==> src/rtl/ysyx_25010008_prefetch_ifu.sv <==
// Credit-based instruction prefetch unit: issues in-order fetches, queues the
// responses and hands them to decode, with redirect flush and error halt.
module ysyx_25010008_prefetch_ifu #(
  parameter logic [31:0] RESET_PC = 32'h8000_0000,
  parameter int          DEPTH    = 4,
  parameter int          CW       = $clog2(DEPTH) + 1
) (
  input  logic        clk,
  input  logic        rst,
  output logic        pvalid,
  input  logic        pready,
  output logic [31:0] paddr,
  input  logic        rvalid,
  output logic        rready,
  input  logic [31:0] rdata,
  input  logic        rresp,
  output logic        ivalid,
  input  logic        iready,
  output logic [31:0] inst,
  output logic [31:0] ipc,
  output logic        ierr,
  input  logic        redirect,
  input  logic [31:0] redirect_pc
);

  localparam int          PW      = $clog2(DEPTH);
  localparam logic [CW:0] DEPTH_W = (CW+1)'(DEPTH);

  logic [31:0]   fetch_pc_q, fetch_pc_d;
  logic [31:0]   resp_pc_q, resp_pc_d;
  logic [CW-1:0] out_cnt_q, out_cnt_d;
  logic [CW-1:0] drop_cnt_q, drop_cnt_d;
  logic [CW-1:0] count_q, count_d;
  logic [PW-1:0] rd_ptr_q, rd_ptr_d;
  logic [PW-1:0] wr_ptr_q, wr_ptr_d;
  logic          run_q, run_d;
  logic          halt_q, halt_d;

  logic [31:0]   mem_inst_q [DEPTH];
  logic [31:0]   mem_pc_q   [DEPTH];
  logic          mem_err_q  [DEPTH];

  logic [CW:0]   credit_s;
  logic          issue_s;
  logic          resp_acc_s;
  logic          push_s;
  logic          pop_s;
  logic [31:0]   redir_pc_s;
  logic          unused_s;

  // Queue plus outstanding requests must fit, so responses never need back-pressure.
  assign credit_s   = {1'b0, count_q} + {1'b0, out_cnt_q};
  assign pvalid     = run_q & ~halt_q & ~redirect & (credit_s < DEPTH_W);
  assign paddr      = fetch_pc_q;
  assign rready     = run_q;
  assign ivalid     = (count_q != {CW{1'b0}});
  assign inst       = mem_inst_q[rd_ptr_q];
  assign ipc        = mem_pc_q[rd_ptr_q];
  assign ierr       = mem_err_q[rd_ptr_q];

  assign issue_s    = pvalid & pready;
  assign resp_acc_s = rvalid & run_q & (out_cnt_q != {CW{1'b0}});
  assign push_s     = resp_acc_s & ~redirect & (drop_cnt_q == {CW{1'b0}}) & ~halt_q;
  assign pop_s      = ivalid & iready;
  assign redir_pc_s = {redirect_pc[31:2], 2'b00};
  assign unused_s   = ^redirect_pc[1:0];

  // Next-state logic; redirect overrides every other queue/PC update.
  always_comb begin
    fetch_pc_d = fetch_pc_q;
    resp_pc_d  = resp_pc_q;
    drop_cnt_d = drop_cnt_q;
    count_d    = count_q;
    rd_ptr_d   = rd_ptr_q;
    wr_ptr_d   = wr_ptr_q;
    halt_d     = halt_q;
    run_d      = 1'b1;
    out_cnt_d  = out_cnt_q + CW'(issue_s) - CW'(resp_acc_s);
    if (redirect) begin
      fetch_pc_d = redir_pc_s;
      resp_pc_d  = redir_pc_s;
      halt_d     = 1'b0;
      drop_cnt_d = out_cnt_q - CW'(resp_acc_s);
      count_d    = {CW{1'b0}};
      rd_ptr_d   = {PW{1'b0}};
      wr_ptr_d   = {PW{1'b0}};
    end else begin
      fetch_pc_d = issue_s ? fetch_pc_q + 32'd4 : fetch_pc_q;
      if (resp_acc_s && (drop_cnt_q != {CW{1'b0}})) begin
        drop_cnt_d = drop_cnt_q - CW'(1'b1);
      end else begin
        drop_cnt_d = drop_cnt_q;
      end
      if (push_s) begin
        resp_pc_d = resp_pc_q + 32'd4;
        wr_ptr_d  = wr_ptr_q + PW'(1'b1);
        halt_d    = halt_q | rresp;
      end else begin
        resp_pc_d = resp_pc_q;
        wr_ptr_d  = wr_ptr_q;
        halt_d    = halt_q;
      end
      rd_ptr_d = pop_s ? rd_ptr_q + PW'(1'b1) : rd_ptr_q;
      count_d  = count_q + CW'(push_s) - CW'(pop_s);
    end
  end

  // Control state registers.
  always_ff @(posedge clk or negedge rst) begin
    if (!rst) begin
      fetch_pc_q <= RESET_PC;
      resp_pc_q  <= RESET_PC;
      out_cnt_q  <= {CW{1'b0}};
      drop_cnt_q <= {CW{1'b0}};
      count_q    <= {CW{1'b0}};
      rd_ptr_q   <= {PW{1'b0}};
      wr_ptr_q   <= {PW{1'b0}};
      run_q      <= 1'b0;
      halt_q     <= 1'b0;
    end else begin
      fetch_pc_q <= fetch_pc_d;
      resp_pc_q  <= resp_pc_d;
      out_cnt_q  <= out_cnt_d;
      drop_cnt_q <= drop_cnt_d;
      count_q    <= count_d;
      rd_ptr_q   <= rd_ptr_d;
      wr_ptr_q   <= wr_ptr_d;
      run_q      <= run_d;
      halt_q     <= halt_d;
    end
  end

  // Instruction queue storage, cleared in reset so the outputs read zero.
  always_ff @(posedge clk or negedge rst) begin
    if (!rst) begin
      for (int i = 0; i < DEPTH; i++) begin
        mem_inst_q[i] <= 32'h0;
        mem_pc_q[i]   <= 32'h0;
        mem_err_q[i]  <= 1'b0;
      end
    end else if (push_s) begin
      mem_inst_q[wr_ptr_q] <= rdata;
      mem_pc_q[wr_ptr_q]   <= resp_pc_q;
      mem_err_q[wr_ptr_q]  <= rresp;
    end else begin
      mem_inst_q[wr_ptr_q] <= mem_inst_q[wr_ptr_q];
    end
  end

endmodule

==> config.mk <==
export PLATFORM = sky130hd
export DESIGN_NAME = ysyx_25010008_prefetch_ifu
export DESIGN_NICKNAME = d
export VERILOG_FILES = /design/src/rtl/ysyx_25010008_prefetch_ifu.sv
export SDC_FILE = /design/constraint.sdc
export NUM_CORES = 1
export LEC_CHECK = 0
export BUFFER_PORTS_ARGS = -buffer_cell sky130_fd_sc_hd__buf_4
export CAP_MARGIN = 10
export CELL_PAD_IN_SITES_DETAIL_PLACEMENT = 0
export CELL_PAD_IN_SITES_GLOBAL_PLACEMENT = 2
export CORE_MARGIN = 4
export CORE_UTILIZATION = 41
export CTS_CLUSTER_SIZE = 8
export DETAILED_ROUTE_END_ITERATION = 10
export PLACE_DENSITY_LB_ADDON = 0.1
export SYNTH_ARGS = -nofsm -noshare
export SYNTH_HDL_FRONTEND = slang
export SYNTH_SLANG_ARGS = --single-unit
==> constraint.sdc <==
create_clock -name clk -period 7.5 [get_ports clk]
set_clock_uncertainty 0.05 [all_clocks]
set_input_delay 0.75 -clock clk [delete_from_list [all_inputs] [get_ports clk]]
set_output_delay 0.75 -clock clk [all_outputs]
set_load 0.05 [all_outputs]
==> results of run 1 <==
cells by family after synthesis:
kind of cell | count (synthesis)
xor gates and xnor gates | 38
buffers and inverters | 120
AOI/OAI and AO/OA | 224
DFF | 327
muxes | 249
other | 2
and+or+nand+nor | 354
adders and majority gates | 18
power groups by stage:
stage	logic, mW	clock network [mW]	registers [mW]
finish	2.15	1.83	2.36
global route	2.30	1.97	2.41
CTS	2.18	1.90	2.37
detailed placement	2.18	0	2.39
global placement	2.16	0	2.38
floorplan	1.60	0	2.31
area by class of cell:
class	count	area share, %
Sequential cell	327	43.2
Multi-Input combinational cell	888	39.4
Timing Repair Buffer	178	7.09
Clock buffer	57	6.40
Tap cell	518	3.42
Inverter	20	0.396
Clock inverter	1	0.0462
per-layer routing:
layer | share of wire, % | GRT usage (%) | wire length, µm
met5 | 0 | 0 | 0
met4 | 1.6 | 4.42 | 679
met3 | 4.2 | 3.17 | 1720
met2 | 48 | 32.4 | 20000
met1 | 46 | 27.8 | 18900
worst max-delay path: cells and delay by family, from the launching register on:
family / cells / cell delay, ns
simple gates: 2 / 1.22
fa+ha+maj: 4 / 1.27
flops: 1 / 0.45
buf+inv: 3 / 0.71
xor+xnor: 2 / 0.33
registers in the layout, summed over array words and instances, names as in the netlist:
| register | cells |
|---|---|
| wr_ptr_q | 2 |
| paddr | 30 |
| mem_err_q | 4 |
| resp_pc_q | 30 |
| mem_inst_q | 128 |
| mem_pc_q | 120 |
| rready | 1 |
| drop_cnt_q | 3 |
| out_cnt_q | 3 |
| rd_ptr_q | 2 |
| halt_q | 1 |
| count_q | 3 |
worst max-delay path by stage:
stage / slack, ns / end
finish: 3.39 / out_cnt_q[2]
global route: 3.08 / out_cnt_q[2]
CTS: 3.30 / out_cnt_q[2]
detailed placement: 3.15 / out_cnt_q[2]
global placement: 3.14 / out_cnt_q[2]
floorplan: 4.41 / out_cnt_q[2]
layout by cell type (no fill, tap or decap), types with 12 or more instances in the layout:
master and count:
a21oi_1 136, mux2_2 116, buf_4 177, nand3_1 33, xnor2_1 18, inv_1 19, ha_1 12, mux4_2 95
mux2i_1 28, o211ai_1 14, o21ai_0 49, xor2_1 20, nand2_1 68, nand4_1 30, dfrtp_1 322, nor2_1 156
clkbuf_16 47, nor3_1 12
metrics by stage:
stage	hold WS [ns]	power [mW]	setup slack (ns)	cell area [µm²]
floorplan	0.395	3.91	4.41	16100
finish	0.199	6.34	3.39	19000
global route	0.283	6.68	3.08	19000
CTS	0.273	6.45	3.30	19000
detailed placement	0.416	4.57	3.15	17700
global placement	0.410	4.55	3.14	17700
==> results.sh, run 1 <==
export IMPL_cp_end_kind="flip-flop"
export IMPL_io_buffers=164
export IMPL_path_max_fanout=23
export IMPL_slowest_stage="and4_1"
export IMPL_routabilityCongestion=0.766
export IMPL_startpoint="out_cnt_q[2]"
export IMPL_cp_required_ns=7.91
export IMPL_clockRootBuffer="clkbuf_16"
export IMPL_vdd_drop_max_uv=132
export IMPL_multiInputGateArea_mm2=0.00747
export IMPL_htreeDepth=2
export IMPL_synth_top_family_by_area="multiplexers"
export IMPL_numCtsBuffers=46
export IMPL_synth_fa_ha_area_share_pct=1.49
export IMPL_rsz0062_at_grt="false"
export IMPL_start_util_pct=41.7
export IMPL_p_sw_mw=2.32
export IMPL_grt_util_all_layers_pct=19.7
export IMPL_grt_pass1_wl_um=66000
export IMPL_ioPinCount=171
export IMPL_worstPathCellList="ha_1 -> nor4b_1 -> and4_1 -> inv_1 -> ha_1 -> inv_1 -> ha_1 -> inv_1 -> fa_1 -> xnor2_1 -> xnor2_1"
export IMPL_wl_um=41300
export IMPL_synth_seq_cells=327
export IMPL_cts_tree="done"
export IMPL_yosysTopAreaCell="dfrtp_1"
export IMPL_worstSetupPathType="flip-flop to flip-flop"
export IMPL_r2r_start="out_cnt_q[2]"
export IMPL_synthDominantCellAreaShare_pct=50.4
export IMPL_switching_share_pct=36.6
export IMPL_synth_xor_area_share_pct=2.06
export IMPL_synth_common_cells="dfrtp_1 (325), nor2_1 (156), a21oi_1 (136), mux2_2 (116), mux4_2 (95)"
export IMPL_p_leak_nw=7.87
export IMPL_finalHoldViolCount=0
export IMPL_syn_to_final_growth_pct=17.5
export IMPL_p_per_area_mw_per_mm2=335
export IMPL_pwr_share_comb_pct=33.8
export IMPL_outcome="finished clean"
export IMPL_fill_cells=3501
export IMPL_synth_edf_count=0
export IMPL_setup_worst_path_start_class="flip-flop"
export IMPL_clock_sinks=327
export IMPL_drive_above_1_share_pct=31.8
export IMPL_p_clk_share_pct=28.9
export IMPL_cap_violations=0
export IMPL_postCtsSetupBuffers=0
export IMPL_die_y_um=206
export IMPL_r2r_end="out_cnt_q[2]"
export IMPL_final_util_pct=48.9
export IMPL_hpwl_um=26000
export IMPL_relSlewSlack_pct=24.5
export IMPL_slew_viol_final=0
export IMPL_finalSetupViolCount=0
export IMPL_n_antenna_cell=0
export IMPL_muxShareOfSynthArea_pct=24.5
export IMPL_fin_nets=1550
export IMPL_antenna_found_initial=0
export IMPL_ys_types=53
export IMPL_rows=72
export IMPL_via_per_inst=5.49
export IMPL_fin_cells=1989
export IMPL_worstMarginPinSlew_ns=1.13
export IMPL_first_global_vias=11400
export IMPL_drtPass1Iterations=5
export IMPL_first_iter_violations=524
export IMPL_via_count=10900
export IMPL_synth_most_common_cell="dfrtp_1"
export IMPL_drc_errors=0
export IMPL_clk_pin_slew_ns=0.05
export IMPL_setup_tns_final_ns=0
export IMPL_synth_compound_area_share_pct=7.74
export IMPL_grt_max_degree=115
export IMPL_rrSetupSlack_ns=3.39
export IMPL_avgSynthCellArea_um2=12.1
export IMPL_ctsHoldBuffers=0
export IMPL_synthFlopType="dfrtp_1"
export IMPL_wl_per_cell_um=20.8
export IMPL_cts_resized=0
export IMPL_intPower_mw=4.02
export IMPL_synth_simple_gate_area_share_pct=10.3
export IMPL_period_share_pct=54.8
export IMPL_globalRoute_totalOverflow=0
export IMPL_rr_worst_depth=11
export IMPL_regArea_mm2=0.00819
export IMPL_hp_class="input port to async pin"
export IMPL_slowest_delay_ns=0.85
export IMPL_ant_nets=0
export IMPL_async_flop_share_pct=100
export IMPL_max_freq_mhz=243
export IMPL_clock_latency_ns=0.53
export IMPL_cp_data_arrival_time_ns=4.52
export IMPL_layout_min_cycle_time_ns=4.11
export IMPL_synth_seq_area_share_pct=50.7
export IMPL_power_share_sequential_pct=37.2
export IMPL_placedCellCount=1931
export IMPL_cts_buffer_depth=3
export IMPL_ys_warn_count=0
export IMPL_core_area_mm2=0.0387
export IMPL_syn_area_mm2=0.0161
export IMPL_synth_cells=1332
export IMPL_yosys_top_cells_area="dfrtp_1 (50%), mux4_2 (13%), mux2_2 (8.1%)"
export IMPL_fp_dieW_um=206
export IMPL_die_area_mm2=0.0426
Note: power is estimated with default switching activity, not from simulation.
==> inputs of run 2 (changes only) <==
--- a/config.mk
+++ b/config.mk
@@ -10,7 +10,7 @@
 export CELL_PAD_IN_SITES_DETAIL_PLACEMENT = 0
 export CELL_PAD_IN_SITES_GLOBAL_PLACEMENT = 2
 export CORE_MARGIN = 4
-export CORE_UTILIZATION = 41
+export CORE_UTILIZATION = 36
 export CTS_CLUSTER_SIZE = 8
 export DETAILED_ROUTE_END_ITERATION = 10
 export PLACE_DENSITY_LB_ADDON = 0.1
==> constraint.sdc (replaced) <==
create_clock -name clk -period 3.6 [get_ports clk]
set_clock_uncertainty 0.05 [all_clocks]
set_input_delay 0.36 -clock clk [delete_from_list [all_inputs] [get_ports clk]]
set_output_delay 0.36 -clock clk [all_outputs]
set_load 0.05 [all_outputs]
==> results.sh, run 2 (same netlist as run 1, synthesis figures left out) <==
export IMPL_ioPinCount=171
export IMPL_grt_util_all_layers_pct=18.3
export IMPL_fin_nets=1576
export IMPL_rows=77
export IMPL_core_area_mm2=0.0442
export IMPL_fin_cells=2094
export IMPL_htreeDepth=2
export IMPL_ant_nets=0
export IMPL_path_max_fanout=20
export IMPL_cts_tree="done"
export IMPL_numCtsBuffers=47
export IMPL_worstSetupPathType="flip-flop to output pin"
export IMPL_p_leak_nw=8.08
export IMPL_vdd_drop_max_uv=474
export IMPL_hp_class="input port to flip-flop"
export IMPL_first_iter_violations=701
export IMPL_fp_dieW_um=220
export IMPL_cp_data_arrival_time_ns=2.41
export IMPL_whs_endpoint="paddr[22]"
export IMPL_die_y_um=220
export IMPL_cp_end_kind="output pin"
export IMPL_syn_to_final_growth_pct=20.6
export IMPL_clk_pin_slew_ns=0.06
export IMPL_grt_pass1_wl_um=68700
export IMPL_setup_tns_final_ns=0
export IMPL_min_from="redirect_pc[22]"
export IMPL_hpwl_um=27500
export IMPL_r2r_start="out_cnt_q[1]"
export IMPL_wl_per_cell_um=20.6
export IMPL_largest_register="mem_inst_q"
export IMPL_start_util_pct=36.5
export IMPL_period_share_pct=78.3
export IMPL_cap_violations=0
export IMPL_clock_sinks=327
export IMPL_via_count=11000
export IMPL_globalRoute_totalOverflow=0
export IMPL_n_antenna_cell=0
export IMPL_finalHoldViolCount=0
export IMPL_max_freq_mhz=355
export IMPL_routabilityCongestion=0.734
export IMPL_die_area_mm2=0.0483
export IMPL_first_global_vias=11700
export IMPL_antenna_found_initial=0
export IMPL_drtPass1Iterations=4
export IMPL_relSlewSlack_pct=24.1
export IMPL_rr_worst_depth=7
export IMPL_wl_um=43200
export IMPL_cp_required_ns=3.19
export IMPL_layout_min_cycle_time_ns=2.82
export IMPL_drc_errors=0
export IMPL_clockRootBuffer="clkbuf_16"
export IMPL_min_delay_path_depth=3
export IMPL_finalSetupViolCount=0
export IMPL_worstMarginPinSlew_ns=1.13
export IMPL_layout_common_cells="dfrtp_1 (322), buf_4 (184), nor2_1 (156)"
export IMPL_rsz0062_at_grt="false"
export IMPL_setup_worst_path_start_class="flip-flop"
export IMPL_whs_ns=0.0214
export IMPL_io_buffers=164
export IMPL_largest_reg_flops=128
export IMPL_outcome="finished clean"
export IMPL_slew_viol_final=0
export IMPL_via_per_inst=5.24
export IMPL_layout_commonest_cell="dfrtp_1"
export IMPL_drive_above_1_share_pct=32.5
export IMPL_r2r_end="paddr[12]"
export IMPL_p_per_area_mw_per_mm2=694
export IMPL_placedCellCount=2023
export IMPL_final_util_pct=44.0
export IMPL_clock_latency_ns=0.56
export IMPL_cts_buffer_depth=3
export IMPL_rrSetupSlack_ns=0.83
export IMPL_biggestRegsByFlops="mem_inst_q: 128 flops, mem_pc_q: 120 flops"
export IMPL_cts_resized=0
export IMPL_grt_max_degree=91
export IMPL_report_power_total_mw=13.5
## run 2: cell count changes in the layout (fill, tap and decap cells not counted), sizes merged
cell         change
inv              -1
bufinv           +1
clkbuf           +6
dlygate4sd3      +7
buf             +18
## run 2: what timing repair did
action	in CTS	in global routing
buffers inserted	0	0
hold buffers	7	0
endpoints found under the setup margin	0	0
hold endpoints to repair	86	0
## run 2: worst max path at each step
stage            startpoint            to  slack, ns
6_report        rd_ptr_q[0]       ipc[22]       0.78
3_3_place_gp   out_cnt_q[2]  out_cnt_q[2]       0.82
5_1_grt        out_cnt_q[2]  out_cnt_q[2]       0.61
2_1_floorplan  out_cnt_q[2]  out_cnt_q[2]       0.51
3_5_place_dp   out_cnt_q[1]     paddr[12]       0.83
4_1_cts         rd_ptr_q[0]       ipc[17]       0.67
## run 2: cell type report
| class | instances | area (µm²) |
|---|---|---|
| fill | 4186 | 24800 |
| tap | 592 | 741 |
| sequential | 327 | 8190 |
| clock buffer | 63 | 1280 |
| inverter | 20 | 75.1 |
| clock inverter | 1 | 30.0 |
| multi-input combinational | 888 | 7460 |
| timing repair buffer | 203 | 1690 |
## run 2: through the flow
stage,cell area [µm²],setup WS [ns]
floorplan,16100,0.506
global placement,18100,0.818
detailed placement,18100,0.826
CTS,19500,0.666
global route,19500,0.613
finish,19500,0.783
## run 2: report_power, final
part / total, mW / switching (mW) / leakage, nW / internal [mW]
Sequential: 4.86 / 0.581 / 3.77 / 4.28
Clock: 4.05 / 1.55 / 0.634 / 2.49
Combinational: 4.62 / 2.77 / 3.67 / 1.85
Total: 13.5 / 4.90 / 8.08 / 8.62
## run 2: per-layer routing
metal / up-vias / track usage, % / wire length, µm
met3: 48 / 2.90 / 1720
li1: 5129 / - / -
met5: - / 0 / 0
met1: 5602 / 25.4 / 19600
met4: 0 / 4.29 / 655
met2: 184 / 30.4 / 21300
## run 2: worst max-delay path, stage by stage (launching register included)
cell	delay, ns
dfrtp_4	0.72
buf_4	0.33
mux4_2	0.56
buf_4	0.21
